**src/rtl/text_video_pkg.sv**
```systemverilog
`default_nettype none
// ============================================================================
// Module   : text_video_pkg
// Purpose  : Shared constants and helpers for the text-mode video path:
//            RGB444 width, font cell geometry, font ROM address width,
//            default screen geometry and default colours.
// Revision : 1.0 - initial release
// ============================================================================
package text_video_pkg;

    localparam int c_RGB_W      = 12;
    localparam int c_FONT_W     = 8;
    localparam int c_FONT_H     = 8;
    localparam int c_ROM_ADDR_W = 10;
    localparam int c_DEF_COLS   = 80;
    localparam int c_DEF_ROWS   = 60;

    typedef logic [c_RGB_W-1:0] rgb_t;

    localparam rgb_t c_FG_WHITE = 12'hFFF;
    localparam rgb_t c_BG_BLACK = 12'h000;

    // Row base address for an 80-column screen: r*80 = (r<<6) + (r<<4).
    // 127*80 + 127 fits in 14 bits, so the sum never overflows here.
    function automatic logic [13:0] mul80(input logic [6:0] r);
        return {1'b0, r, 6'b0} + {3'b0, r, 4'b0};
    endfunction

endpackage : text_video_pkg
`default_nettype wire

```
**src/rtl/cursor_blink.sv**
```systemverilog
`default_nettype none
// ============================================================================
// Module   : cursor_blink
// Purpose  : Counts frames on the falling edge of vsync and toggles the
//            cursor blink phase every BLINK_FRAMES frames. Only built when
//            TEXT_CURSOR_BLINK_EN is defined.
// Revision : 1.0 - initial release
// ============================================================================
module cursor_blink #(
    parameter int BLINK_FRAMES = 30
) (
    input  logic clk,
    input  logic rst,
    input  logic i_vsync,
    output logic o_blink_on
);

    localparam int c_CNT_W = (BLINK_FRAMES > 1) ? $clog2(BLINK_FRAMES) : 1;
    localparam logic [c_CNT_W-1:0] c_CNT_LAST = c_CNT_W'(BLINK_FRAMES - 1);

    logic               r_vsync_d;
    logic [c_CNT_W-1:0] r_frame_cnt;
    logic               r_blink_on;
    logic               w_frame_start;

    // A new frame starts where vsync drops (sync is active-low).
    assign w_frame_start = r_vsync_d & ~i_vsync;

    // Edge detector, frame counter and blink phase toggle.
    always_ff @(posedge clk or posedge rst) begin
        if (rst) begin
            r_vsync_d   <= 1'b0;
            r_frame_cnt <= '0;
            r_blink_on  <= 1'b0;
        end else begin
            r_vsync_d <= i_vsync;
            if (w_frame_start) begin
                if (r_frame_cnt == c_CNT_LAST) begin
                    r_frame_cnt <= '0;
                    r_blink_on  <= ~r_blink_on;
                end else begin
                    r_frame_cnt <= r_frame_cnt + c_CNT_W'(1);
                end
            end
        end
    end

    assign o_blink_on = r_blink_on;

endmodule : cursor_blink
`default_nettype wire

```
**src/rtl/text_pixel_gen.sv**
```systemverilog
`default_nettype none
// ============================================================================
// Module   : text_pixel_gen
// Purpose  : Text-mode pixel generator. Turns timing-generator coordinates
//            into text buffer and font ROM addresses, serialises the glyph
//            row into RGB444 pixels and delays the syncs to match.
//            Pipeline: S0 address calc -> S1 (buffer read) -> S2 (font ROM,
//            combinational) -> S3 output register; latency 3 cycles.
//            Optional blinking cursor: define TEXT_CURSOR_BLINK_EN.
// Revision : 1.0 - initial release
// ============================================================================
module text_pixel_gen
    import text_video_pkg::*;
#(
    parameter int   COLS         = c_DEF_COLS,
    parameter int   ROWS         = c_DEF_ROWS,
    parameter int   TXT_AW       = 13,
    parameter rgb_t FG_COLOR     = c_FG_WHITE,
    parameter rgb_t BG_COLOR     = c_BG_BLACK,
    parameter int   BLINK_FRAMES = 30
) (
    input  logic                    clk,
    input  logic                    reset,
    input  logic [9:0]              pixel_x,
    input  logic [9:0]              pixel_y,
    input  logic                    video_on,
    input  logic                    hsync_in,
    input  logic                    vsync_in,
    output logic [TXT_AW-1:0]       txt_addr,
    input  logic [7:0]              txt_char,
    output logic [c_ROM_ADDR_W-1:0] rom_addr,
    input  logic [7:0]              rom_data,
    input  logic [6:0]              cursor_col,
    input  logic [5:0]              cursor_row,
    output logic [c_RGB_W-1:0]      rgb,
    output logic                    hsync_out,
    output logic                    vsync_out,
    output logic                    video_on_out
);

    localparam int          c_XSUB_W = $clog2(c_FONT_W);
    localparam int          c_YSUB_W = $clog2(c_FONT_H);
    localparam logic [31:0] c_CELLS  = 32'(COLS * ROWS);

    // ---------------- S0: address calculation ----------------
    logic [6:0]        w_cell_col;
    logic [6:0]        w_cell_row;
    logic [31:0]       w_row_base;
    logic [TXT_AW-1:0] w_txt_addr;

    assign w_cell_col = pixel_x[9:3];
    assign w_cell_row = pixel_y[9:3];

    generate
        if (COLS == 80) begin : g_mul80
            assign w_row_base = 32'(mul80(w_cell_row));
        end else begin : g_mul_gen
            assign w_row_base = 32'(w_cell_row) * 32'(COLS);
        end
    endgenerate

    // Out-of-range rows/columns simply wrap into the buffer's address space.
    assign w_txt_addr = TXT_AW'(w_row_base + 32'(w_cell_col));

    // ---------------- S1 / S2 pipeline registers ----------------
    logic [TXT_AW-1:0]   r_txt_addr;
    logic [c_XSUB_W-1:0] r_xsub1, r_xsub2;
    logic [c_YSUB_W-1:0] r_ysub1, r_ysub2;
    logic                r_von1, r_von2;
    logic                r_hs1, r_hs2;
    logic                r_vs1, r_vs2;
    logic [6:0]          r_col1, r_col2;
    logic [6:0]          r_row1, r_row2;

    // Carry coordinates and timing alongside the buffer read; syncs idle high.
    always_ff @(posedge clk or posedge reset) begin
        if (reset) begin
            r_txt_addr <= '0;
            r_xsub1    <= '0;
            r_ysub1    <= '0;
            r_von1     <= 1'b0;
            r_hs1      <= 1'b1;
            r_vs1      <= 1'b1;
            r_col1     <= '0;
            r_row1     <= '0;
            r_xsub2    <= '0;
            r_ysub2    <= '0;
            r_von2     <= 1'b0;
            r_hs2      <= 1'b1;
            r_vs2      <= 1'b1;
            r_col2     <= '0;
            r_row2     <= '0;
        end else begin
            r_txt_addr <= w_txt_addr;
            r_xsub1    <= pixel_x[c_XSUB_W-1:0];
            r_ysub1    <= pixel_y[c_YSUB_W-1:0];
            r_von1     <= video_on;
            r_hs1      <= hsync_in;
            r_vs1      <= vsync_in;
            r_col1     <= w_cell_col;
            r_row1     <= w_cell_row;
            r_xsub2    <= r_xsub1;
            r_ysub2    <= r_ysub1;
            r_von2     <= r_von1;
            r_hs2      <= r_hs1;
            r_vs2      <= r_vs1;
            r_col2     <= r_col1;
            r_row2     <= r_row1;
        end
    end

    assign txt_addr = r_txt_addr;

    // ---------------- S2: font lookup and cursor ----------------
    assign rom_addr = {txt_char[6:0], r_ysub2};

    logic w_cursor_hit;

`ifdef TEXT_CURSOR_BLINK_EN
    logic w_blink_on;

    cursor_blink #(
        .BLINK_FRAMES (BLINK_FRAMES)
    ) u_cursor_blink (
        .clk        (clk),
        .rst        (reset),
        .i_vsync    (vsync_in),
        .o_blink_on (w_blink_on)
    );

    assign w_cursor_hit = w_blink_on
                        && (r_col2 == cursor_col)
                        && (r_row2 == {1'b0, cursor_row});
`else
    logic w_unused_cursor;

    assign w_cursor_hit    = 1'b0;
    assign w_unused_cursor = &{1'b0, cursor_col, cursor_row, r_col2, r_row2,
                               BLINK_FRAMES[0]};
`endif

    // Screen size is informational only; the buffer handles out-of-range reads.
    logic w_unused_cfg;
    assign w_unused_cfg = ^c_CELLS;

    // ---------------- S3: pixel select and output register ----------------
    // The glyph row, inverse attribute and cursor flag are consumed straight
    // from S2 so that the output register is the third and last stage.
    logic [c_XSUB_W-1:0] w_bit_idx;
    logic                w_bit;

    assign w_bit_idx = c_XSUB_W'(c_FONT_W - 1) - r_xsub2;
    assign w_bit     = rom_data[w_bit_idx] ^ (txt_char[7] | w_cursor_hit);

    rgb_t r_rgb;
    logic r_hs3, r_vs3, r_von3;

    // Output register: pixel colour, blanked outside the active area.
    always_ff @(posedge clk or posedge reset) begin
        if (reset) begin
            r_rgb  <= '0;
            r_hs3  <= 1'b1;
            r_vs3  <= 1'b1;
            r_von3 <= 1'b0;
        end else begin
            r_rgb  <= r_von2 ? (w_bit ? FG_COLOR : BG_COLOR) : rgb_t'(0);
            r_hs3  <= r_hs2;
            r_vs3  <= r_vs2;
            r_von3 <= r_von2;
        end
    end

    assign rgb          = r_rgb;
    assign hsync_out    = r_hs3;
    assign vsync_out    = r_vs3;
    assign video_on_out = r_von3;

endmodule : text_pixel_gen
`default_nettype wire

```
**config.mk**
```make
export PLATFORM = sky130hd
export DESIGN_NAME = text_pixel_gen
export DESIGN_NICKNAME = d
export VERILOG_FILES = /design/src/rtl/text_video_pkg.sv /design/src/rtl/cursor_blink.sv /design/src/rtl/text_pixel_gen.sv
export SDC_FILE = /design/constraint.sdc
export NUM_CORES = 1
export LEC_CHECK = 0
export CAP_MARGIN = 20
export CORE_ASPECT_RATIO = 1.2
export CORE_MARGIN = 2
export CORE_UTILIZATION = 39
export CTS_CLUSTER_SIZE = 10
export DETAILED_ROUTE_END_ITERATION = 8
export GPL_ROUTABILITY_DRIVEN = 0
export PLACE_DENSITY = 0.89
export SYNTH_ARGS = -nofsm -noshare
export SYNTH_HDL_FRONTEND = slang
export SYNTH_HIERARCHICAL = 1
export SYNTH_SLANG_ARGS = --single-unit
```
**constraint.sdc**
```tcl
create_clock -name clk -period 2.3 [get_ports clk]
set_clock_uncertainty 0.05 [all_clocks]
set_input_delay 0.46 -clock clk [delete_from_list [all_inputs] [get_ports clk]]
set_output_delay 0.46 -clock clk [all_outputs]
set_load 0.02 [all_outputs]
```
* After elaboration in Yosys (flattened, before gate mapping)
Index checks and enable logic that the tools add are counted.
** Word-level totals
- Register bits after elaboration :: 46
- Bits of input ports :: 54
- Logic and storage cells :: 24
** Cells by class
- $add $sub $neg :: 3
- $lt $le $gt $ge :: 1
- Mux-type cells :: 4
- Bitwise logic cells :: 1
** Operators with widths (count)
- $mux W12 :: 2
- $add A13 B11 Y13 :: 1
- $add A13 B7 Y13 :: 1
- $lt A3 B4 Y1 const B :: 1
- $bmux W1 S3 :: 1
- $sub A3 B3 Y3 const A :: 1
- $mux W1 :: 1
- $xor A1 B1 Y1 :: 1

* Depth between registers and ports, before layout
Gate-level depths: netlist of the first run.
- Word-level depth :: 6
- Gate-level depth with buffers :: 8

* Worst setup path after synthesis of the first run
OpenSTA, ideal clock, no wires.
- Path type :: input port to flip-flop
- Start point :: input port pixel_x[9]
- End point :: register r_txt_addr[11] (netlist: txt_addr[11])
- Setup time :: 80 ps
- Data arrival time :: 2082 ps
- Required time :: 2170 ps
- Setup slack :: 88 ps
- Cell stages on the path :: 8
- Buffers on the path :: 0
- Path through :: inv_1 fa_1 inv_1 fa_1 a21oi_1 o211ai_1 a21oi_1 xnor2_1
** Between the ends
- Longest elaborated chain between the ends :: 1
** Ends and longest elaborated chain
- start: declaration :: RTL line text_pixel_gen.sv:24 : input logic [9:0] pixel_x,
- $add A13 B7 Y13 :: RTL line text_pixel_gen.sv:63 : assign w_txt_addr = TXT_AW'(w_row_base + 32'(w_cell_col));
- net w_txt_addr[11] :: RTL line text_pixel_gen.sv:49 : logic [TXT_AW-1:0] w_txt_addr;
- end signal: assignment :: RTL line text_pixel_gen.sv:94 : r_txt_addr <= w_txt_addr;
- end: declaration :: RTL line text_pixel_gen.sv:66 : logic [TXT_AW-1:0] r_txt_addr;
The timed path passes the listed nets, and every way through them passes these cells.

* Worst setup path in the final report of the first run
- Start point :: input port pixel_y[4]
- End point :: register r_txt_addr[11] (netlist: txt_addr[11])
** Between the ends
- Longest elaborated chain between the ends :: 2
** Ends and longest elaborated chain
- start: declaration :: RTL line text_pixel_gen.sv:25 : input logic [9:0] pixel_y,
- $add A13 B11 Y13 :: RTL line text_video_pkg.sv:26 : return {1'b0, r, 6'b0} + {3'b0, r, 4'b0};
- $add A13 B7 Y13 :: RTL line text_pixel_gen.sv:63
- net w_txt_addr[11] :: RTL line text_pixel_gen.sv:49
The timed path passes the listed nets, and every way through them passes these cells.

==> results of run 1 <==
-- synthesized netlist by cell type --
library cell,number,area [sq um]
a21o_1,1,7.51
fa_1,2,40.0
buf_4,18,135
xnor2_1,4,35.0
and2_1,1,6.26
nor2_1,1,3.75
o21ai_0,1,5.00
dfstp_2,6,158
mux2i_1,1,10.0
ha_1,13,163
nor2b_1,1,6.26
o31ai_1,1,7.51
o21a_1,1,7.51
dfrtp_1,29,726
o211ai_1,1,7.51
mux4_1,2,52.6
xor2_1,3,26.3
nand2_1,3,11.3
a21oi_1,5,25.0
inv_1,7,26.3
-- layout make-up --
class	instances	share of cell area (%)
Timing Repair Buffer	72	31.9
Clock buffer	8	4.55
Multi-Input combinational cell	41	20.0
Inverter	7	1.20
Sequential cell	35	40.2
Tap cell	39	2.22
-- routing by layer --
layer  vias to the layer above  GRT usage (%)  wire length, um
li1                        436              -                -
met1                       447           12.5              846
met2                        54           27.1             1560
met3                        10           7.68              281
met4                         0           6.67               77
met5                         -              0                0
-- metrics by stage --
| stage | area, sq um | hold WS, ns |
|---|---|---|
| after CTS | 2190 | 0.300 |
| after global routing | 2200 | 0.304 |
| after global placement | 2070 | 0.283 |
| final | 2200 | 0.298 |
| after floorplan | 1460 | 0.281 |
| after detailed placement | 2070 | 0.286 |
-- worst min path at each step --
| stage | to | depth (start not counted) | startpoint | slack [ns] |
|---|---|---|---|---|
| 2_1_floorplan | r_von2 | 0 | r_von1 | 0.28 |
| 3_3_place_gp | r_ysub2[0] | 0 | r_ysub1[0] | 0.28 |
| 3_5_place_dp | r_ysub2[0] | 0 | r_ysub1[0] | 0.29 |
| 4_1_cts | r_xsub2[1] | 0 | r_xsub1[1] | 0.30 |
| 5_1_grt | r_xsub2[1] | 0 | r_xsub1[1] | 0.30 |
| 6_report | r_von2 | 0 | r_von1 | 0.30 |
-- report_power, final --
group / total (W) / switching, W / leakage, nW / internal (W)
logic: 0.000454 / 0.000213 / 0.536 / 0.000241
clock network: 0.000468 / 0.000195 / 0.0515 / 0.000273
registers: 0.000701 / 0.0000206 / 0.402 / 0.000680
-- cells by family after synthesis --
logic type | after synthesis | synth area share [%]
adders and majority gates | 15 | 13.9
AOI/OAI and AO/OA | 10 | 4.12
buffers and inverters | 25 | 11.1
DFF | 35 | 60.5
xor gates and xnor gates | 7 | 4.20
and+or+nand+nor | 6 | 1.89
muxes | 3 | 4.29
-- worst max-delay path: stages --
cell and delay (ns):
clkdlybuf4s50_1 0.49, ha_1 0.24, ha_2 0.20, fa_2 0.35, a21oi_2 0.17, o211ai_1 0.11
a21oi_1 0.17, xnor2_1 0.15
-- registers in the layout, indices dropped and copies added (netlist names), 3 cells and up --
signal and count:
r_xsub2 3, r_xsub1 3, r_ysub1 3, r_ysub2 3, txt_addr 13
-- placed cells by master (no fill, tap or decap), types with 2 or more instances in the layout --
| master | count |
|---|---|
| nand2_1 | 3 |
| dfrtp_1 | 29 |
| clkbuf_8 | 7 |
| xor2_1 | 3 |
| dfstp_2 | 6 |
| inv_1 | 6 |
| clkdlybuf4s50_1 | 61 |
| dlygate4sd2_1 | 2 |
| ha_1 | 12 |
| mux4_1 | 2 |
| xnor2_1 | 4 |
| a21oi_1 | 3 |
| buf_4 | 8 |
-- timing repair --
| action | 4_1_cts | 5_1_grt |
|---|---|---|
| setup endpoints to repair | 5 | 3 |
| gates resized for setup | 9 | 2 |
| pin swaps | 10 | 5 |
| setup buffers | 1 | 0 |
==> impl_results.md, run 1 <==
* Worst-path clk slew at 0.07 ns
* Die Width at 59.8 um
* Setup CP Type: in2reg
* GRT Util Overall at 14.8%
* H-tree level count at 2
* Wire per inst at 13.7 um
* Worst slew margin at 71.9%
* Synth cell types at 20
* Later-pin clock latency in the skew report at 0.28 ns
* Clk sinks at 35
* Final nets at 231
* Initial antenna violation count at 0
* Total Power at 0.00162 W
* Initial Util at 40.5%
* Seq/Total Area, Yosys at 60.5%
* Synth Area per Inst at 14.4 sq um
* DPL Wire Length at 2190 um
* Worst R2R Path Depth at 4
* Area of the multi-input gates at 439 sq um
* Final Max Tran Viols at 0
* TNS Setup at 0 ns
* Fmax at 0.454 GHz
* Fin crit period at 2.20 ns
* Die Height at 71 um
* Worst Hold Class: reg2reg
* Via/cell ratio at 4.69
* Synth Cell Area at 1460 sq um
* Global-route wire length before repair at 4510 um
* Core ar. at 3600 sq um
* Internal reg-to-reg setup slack at 0.82 ns
* Num CTS Buffers at 5
* Non-Filler Instances at 202
* Worst Path Required at 2.45 ns
* Largest net degree at the start of global routing at 36
* R2R Path Start: r_xsub2[0]
* Post-route ant nets at 0
* Status: completed
* Ant. Diodes at 0
* Syn. warnings at 6
* Initial detailed-routing violation count at 13
* CTS Buffer Depth at 2
* Setup WS post-layout at 0.0962 ns
* Layout cells sized above 1 at 16.6%
* Vias in the first global route at 1022
* TritonCTS clock tree: built
* Number of port buffers at 64
* Die area at 4250 sq um
* I/O pins at 92
* DR DRC count at 0
* CP Capture Type: register
* Detailed-route wire length at 2770 um
* Overflow after GRT at 0
* Post-Place Cells at 193
* Startpoint types: primary input
* Max cap viols at 0
* Cts hold-fix bufs at 0
* Worst VDD drop at 0.000341 V
* Critical Path Start: pixel_y[4]
* Final design utilization at 61.0%
* Setup slack at placement at -0.541 ns
* Vias at 947
* Syn Nets at 170
* Static Leak at 0.990 nW
* Num rows at 24
* Area Overhead vs Synth at 50.7%
* Flip-flop and latch area at 883 sq um
* Pwr/cell area at 739 nW/um^2
* CTS Root Cell: clkbuf_8
* Crit path DAT at 2.35 ns
* Syn Inst Count at 101
* CP endpoint: txt_addr[11]
* Number of fill cells in the layout at 286
* Worst flop-to-flop path endpoint: rgb[10]
* Initial DRT Pass Iterations at 3
* Final setup viols at 0
* Worst Tran Pin Value at 0.421 ns
* RSZ-0062 raised after global routing: false
* Final Hold Viols at 0
* CP max FO at 2
* Period utilisation layout at 95.8%
* Yosys reg bits at 35
No activity file was read; power rests on OpenSTA's default activity.
==> run 2, diff against run 1 <==
--- a/config.mk
+++ b/config.mk
@@ -7,8 +7,8 @@
 export LEC_CHECK = 0
 export CAP_MARGIN = 20
 export CORE_ASPECT_RATIO = 1.2
-export CORE_MARGIN = 2
 export CORE_UTILIZATION = 39
+export CTS_CLUSTER_DIAMETER = 30
 export CTS_CLUSTER_SIZE = 10
 export DETAILED_ROUTE_END_ITERATION = 8
 export GPL_ROUTABILITY_DRIVEN = 0
==> impl_results.md, run 2 (same netlist as run 1, synthesis figures left out) <==
* Status: finished with violations
* Failing checks: design-rule violations
* Worst R2R Path Depth at 4 (unchanged)
* Hold slack at 0.297 ns (-0.00104 ns)
* Max cap viols at 0 (unchanged)
* DR DRC count at 9 (+9)
* Vias at 943 (-0.42%)
* Worst slew margin at 72.5% (+0.53 points)
* TNS Setup at 0 ns (unchanged)
* Initial antenna violation count at 0 (unchanged)
* Commonest non-fill, non-tap cells in the layout: 61 x clkdlybuf4s50_1, 29 x dfrtp_1, 11 x ha_1, 8 x buf_4, 7 x clkbuf_8
* Final Max Tran Viols at 0 (unchanged)
* Detailed-route wire length at 2590 um (-6.4%)
* Initial DRT Pass Iterations at 6 (+3)
* Layout cells sized above 1 at 18.4% (+1.8 points)
* CTS Buffer Depth at 2 (unchanged)
* CTS Root Cell: clkbuf_8
* Worst-path clk slew at 0.06 ns (about the same)
* Area Overhead vs Synth at 51.3%
* Worst VDD drop at 0.000368 V (+7.8%)
* Static Leak at 0.994 nW (+0.42%)
* Vias in the first global route at 965 (-5.6%)
* Die Width at 57.8 um (-3.3%)
* Number of fill cells in the layout at 273 (-4.5%)
* Flip-flop and latch area at 883 sq um (unchanged)
* Setup CP Type: in2reg
* Leading cell type in the layout, fill and taps excluded: clkdlybuf4s50_1
* Largest net degree at the start of global routing at 36 (unchanged)
* Post-route ant nets at 0 (unchanged)
* Hold path depth at 0 (unchanged)
* Later-pin clock latency in the skew report at 0.28 ns (about the same)
* Die Height at 69 um (-2.8%)
* Die area at 3990 sq um (-6.1%)
* Non-Filler Instances at 202 (unchanged)
* Cts hold-fix bufs at 0 (unchanged)
* DPL Wire Length at 2070 um (-5.7%)
* I/O pins at 92 (unchanged)
* Global-route wire length before repair at 4290 um (-4.8%)
* Area of the multi-input gates at 444 sq um (+1.1%)
* Crit path DAT at 2.37 ns (+0.02 ns)
* Core ar. at 3600 sq um (unchanged)
* TritonCTS clock tree: built
* Wire per inst at 12.8 um (-6.4%)
* Num CTS Buffers at 5 (unchanged)
* CP max FO at 2 (unchanged)
* Worst Hold Class: reg2reg
* Worst Tran Pin Value at 0.413 ns (-0.00794 ns)
* Final Hold Viols at 0 (unchanged)
* Ant. Diodes at 0 (unchanged)
* GRT Util Overall at 14.9% (+0.13 points)
* RSZ-0062 raised after global routing: false
* Startpoint types: primary input
* Overflow after GRT at 0 (unchanged)
* H-tree level count at 2 (unchanged)
* Num rows at 24 (unchanged)
* Fmax at 0.452 GHz (-0.35%)
* Post-Place Cells at 193 (unchanged)
* Final nets at 231 (unchanged)
* Final setup viols at 0 (unchanged)
* Number of port buffers at 64 (unchanged)
* Fin crit period at 2.21 ns (+0.00772 ns)
* Period utilisation layout at 96.2% (+0.34 points)
* Via/cell ratio at 4.67 (-0.42%)
* Initial Util at 40.5% (unchanged)
* CP Capture Type: register
* Worst Path Required at 2.45 ns (about the same)
* Max FFs per register at 13 (unchanged)
* Clk sinks at 35 (unchanged)
* Pwr/cell area at 733 nW/um^2 (-0.74%)
* Initial detailed-routing violation count at 22 (+9)
## run 2: final cells by class
cell class                      count  share of cell area [%]
Clock buffer                        8                    4.54
Inverter                            7                    1.19
Multi-Input combinational cell     41                    20.1
Sequential cell                    35                    40.0
Tap cell                           39                    2.21
Timing Repair Buffer               72                    31.9
## run 2: path summary, 6_finish.rpt
path / from / to / slack [ns]
min in group asynchronous: reset / txt_addr[8] / 0.52
worst min-delay path: r_xsub1[2] / r_xsub2[2] / 0.30
max in group asynchronous: reset / hsync_out / 1.35
worst min register to register: r_xsub1[2] / r_xsub2[2] / 0.30
worst max register to register: r_xsub2[0] / rgb[10] / 0.82
worst max-delay path: pixel_y[3] / txt_addr[11] / 0.09
## run 2: critical path, cell delays in order
cell and delay, ns:
dlygate4sd2_1 0.24, inv_2 0.05, fa_1 0.54, inv_2 0.07, fa_2 0.40, a21oi_2 0.18
o211ai_1 0.12, a21oi_1 0.19, xnor2_1 0.13
## run 2: through the flow
step | cell area, sq um | util [%] | total power (W) | setup WS, ns
floorplan | 1460 | - | 0.000958 | 0.0878
global placement | 2070 | 57.3 | 0.00114 | -0.483
detailed placement | 2070 | 57.3 | 0.00115 | -0.538
CTS | 2190 | 60.8 | 0.00164 | 0.00170
global route | 2210 | 61.3 | 0.00171 | 0.0127
finish | 2210 | 61.3 | 0.00162 | 0.0885
## run 2: repair_timing
item                       CTS  global route
setup buffers                0             1
gates resized for setup      8             5
hold endpoints to repair     0             0
pin swaps                    8             6
setup endpoints to repair    5             4
## run 2: per-layer routing
metal  global-route usage (%)  share of wire [%]
met5                        0                  0
met4                     7.14                2.0
met3                     7.69                 13
met2                     26.3                 54
met1                     13.4                 31
## run 2: where the power goes
part           leakage [nW]  total, W  switching, W  internal [W]
registers             0.402  0.000701     0.0000208      0.000681
clock network        0.0515  0.000464      0.000191      0.000273
logic                 0.540  0.000453      0.000211      0.000242
==> run 3, diff against run 2 <==
--- a/config.mk
+++ b/config.mk
@@ -7,12 +7,12 @@
 export LEC_CHECK = 0
 export CAP_MARGIN = 20
 export CORE_ASPECT_RATIO = 1.2
-export CORE_UTILIZATION = 39
+export CORE_UTILIZATION = 33
 export CTS_CLUSTER_DIAMETER = 30
 export CTS_CLUSTER_SIZE = 10
 export DETAILED_ROUTE_END_ITERATION = 8
 export GPL_ROUTABILITY_DRIVEN = 0
-export PLACE_DENSITY = 0.89
+export PLACE_DENSITY_LB_ADDON = 0.2
 export SYNTH_ARGS = -nofsm -noshare
 export SYNTH_HDL_FRONTEND = slang
 export SYNTH_HIERARCHICAL = 1
==> constraint.sdc (replaced) <==
create_clock -name clk -period 2 [get_ports clk]
set_clock_uncertainty 0.05 [all_clocks]
set_input_delay 0.4 -clock clk [delete_from_list [all_inputs] [get_ports clk]]
set_output_delay 0.4 -clock clk [all_outputs]
set_load 0.02 [all_outputs]
==> impl_results.md, run 3 (same netlist as run 1, synthesis figures left out) <==
* Setup WS post-layout at 0.0450 ns (-0.0435 ns)
* Internal reg-to-reg setup slack at 0.49 ns (-0.33 ns)
* Final Max Tran Viols at 0 (unchanged)
* Setup slack at placement at -0.606 ns (-0.0679 ns)
* DPL Wire Length at 2120 um (+2.6%)
* Number of port buffers at 64 (unchanged)
* Static Leak at 1.01 nW (+2.0%)
* CP max FO at 3 (+1)
* Startpoint types: primary input
* Status: completed
* CTS Buffer Depth at 2 (unchanged)
* GRT Util Overall at 12.7% (-2.2 points)
* H-tree level count at 2 (unchanged)
* Crit path DAT at 2.06 ns (-0.31 ns)
* R2R Path Start: r_xsub2[0]
* Overflow after GRT at 0 (unchanged)
* Core ar. at 4260 sq um (+18%)
* Setup CP Type: in2reg
* TritonCTS clock tree: built
* Clk sinks at 35 (unchanged)
* Worst VDD drop at 0.000256 V (-30%)
* Critical Path Start: pixel_y[6]
* Total Power at 0.00182 W (+13%)
* Period utilisation layout at 97.8%
* Worst-path clk slew at 0.06 ns (about the same)
* Fmax at 0.511 GHz
* Hold slack at 0.299 ns (+0.00212 ns)
* Worst path most repeated cell: ha_1
* Detailed-route wire length at 2680 um (+3.6%)
* Placement Cell Area at 2140 sq um (+3.7%)
* Largest net degree at the start of global routing at 36 (unchanged)
* CP max-delay cell: clkdlybuf4s50_1
* Area Overhead vs Synth at 55.7%
* Max incr delay on CP at 0.43 ns (-0.11 ns)
* Worst slew margin at 72.5% (about the same)
* Global-route wire length before repair at 4260 um (-0.63%)
* Later-pin clock latency in the skew report at 0.28 ns (about the same)
* Max FFs per register at 13 (unchanged)
* Final setup viols at 0 (unchanged)
* Post-route ant nets at 0 (unchanged)
* Final design utilization at 53.3% (-7.9 points)
* Pwr/cell area at 802 nW/um^2 (+9.4%)
* Final nets at 239 (+3.5%)
* Num rows at 26 (+8.3%)
* GRT met1 Usage at 11.5% (-1.9 points)
* Number of fill cells in the layout at 362 (+33%)
* Worst Hold Class: reg2reg
* Die Width at 62.7 um (+8.4%)
* Vias at 959 (+1.7%)
* Grt peak-use layer: met2
* Worst Tran Pin Value at 0.412 ns (-0.000849 ns)
* CP Capture Type: register
* Initial detailed-routing violation count at 18 (-18%)
* Die Height at 74.8 um (+8.5%)
* Worst R2R Path Depth at 4 (unchanged)
* Worst flop-to-flop path endpoint: rgb[10]
* Max cap viols at 0 (unchanged)
* RSZ-0062 raised after global routing: false
* Via/cell ratio at 4.22 (-9.5%)
* Die area at 4690 sq um (+18%)
* Post-route cell area at 2270 sq um (+2.9%)
* Worst Path Required at 2.10 ns (-0.35 ns)
* Leading cell type in the layout, fill and taps excluded: clkdlybuf4s50_1
* Num CTS Buffers at 5 (unchanged)
* CP endpoint: txt_addr[12]
* Initial DRT Pass Iterations at 4 (-2)
* Met2 GRT Util at 24.2% (-2.2 points)
* Crit-path cells: clkdlybuf4s50_1, ha_1, ha_1, a21oi_1, o21a_1, o31ai_1, xor2_1
* Layout cells sized above 1 at 24.6% (+6.2 points)
* Final Hold Viols at 0 (unchanged)
* CTS Root Cell: clkbuf_8
* Ant. Diodes at 0 (unchanged)
* Wire per inst at 11.8 um (-7.9%)
* Commonest non-fill, non-tap cells in the layout: 58 x clkdlybuf4s50_1, 28 x dfrtp_1, 16 x buf_4, 9 x ha_1, 6 x dfstp_2
* Grt met3 use at 3.79% (-3.9 points)
* DR DRC count at 0 (-9)
* Fin crit period at 1.96 ns
* Initial antenna violation count at 0 (unchanged)
* Vias in the first global route at 954 (-1.1%)
* Initial Util at 34.2% (-6.3 points)
* I/O pins at 92 (unchanged)
==> run 3: changes by cell type in the layout (fill, tap and decap cells not counted), moves of 2 or more <==
| cell | delta |
|---|---|
| clkbuf_2 | +3 |
| clkbuf_8 | -2 |
| buf_4 | +8 |
| ha_1 | -2 |
| ha_4 | +2 |
| clkdlybuf4s50_1 | -3 |
==> run 3: worst max-delay path, delay by kind of cell <==
family / cells / cell delay, ns
compound gates: 3 / 0.44
buf+inv: 1 / 0.43
fa+ha+maj: 2 / 0.64
xor+xnor: 1 / 0.14
==> run 3: how the worst min path moves through the flow <==
stage	slack [ns]	endpoint	startpoint	cells past startpoint
finish	0.30	r_ysub2[1]	r_ysub1[1]	0
global route	0.30	r_xsub2[0]	r_xsub1[0]	0
CTS	0.30	r_ysub2[1]	r_ysub1[1]	0
detailed placement	0.29	r_xsub2[0]	r_xsub1[0]	0
global placement	0.28	r_ysub2[1]	r_ysub1[1]	0
floorplan	0.28	r_von2	r_von1	0
==> run 3: what timing repair did <==
action,CTS,global route
pin swaps,7,10
resized for setup,12,8
gates cloned,0,0
hold buffers,0,0
setup endpoints to repair,5,17
buffers inserted,2,1
endpoints found under the hold margin,0,0
==> run 3: power by group <==
group	leakage [nW]	switching (W)	internal, W
combinational	0.571	0.000241	0.000300
sequential	0.401	0.0000275	0.000783
clock	0.0422	0.000227	0.000244
total	1.01	0.000496	0.00133
==> run 3: metal layers <==
metal	share of wire, %	vias to the layer above
met4	4.0	0
met5	0	-
li1	-	452
met1	32	447
met2	57	51
met3	6.2	9
==> run 3: per-stage QoR <==
| step | std cells | setup TNS, ns |
|---|---|---|
| 4_1_cts | 226 | 0 |
| 6_report | 227 | 0 |
| 2_1_floorplan | 101 | -0.00605 |
| 3_5_place_dp | 216 | -3.28 |
| 5_1_grt | 227 | 0 |
| 3_3_place_gp | 216 | -3.02 |
==> run 3: layout make-up <==
cell class / instances / area, sq um / area share [%]
multi-input combinational: 41 / 464 / 20.4
tap: 56 / 70.1 / 3.08
sequential: 35 / 885 / 38.9
timing repair buffer: 80 / 746 / 32.8
clock inverter: 1 / 5.00 / 0.220
inverter: 7 / 26.3 / 1.16
clock buffer: 7 / 76.3 / 3.36
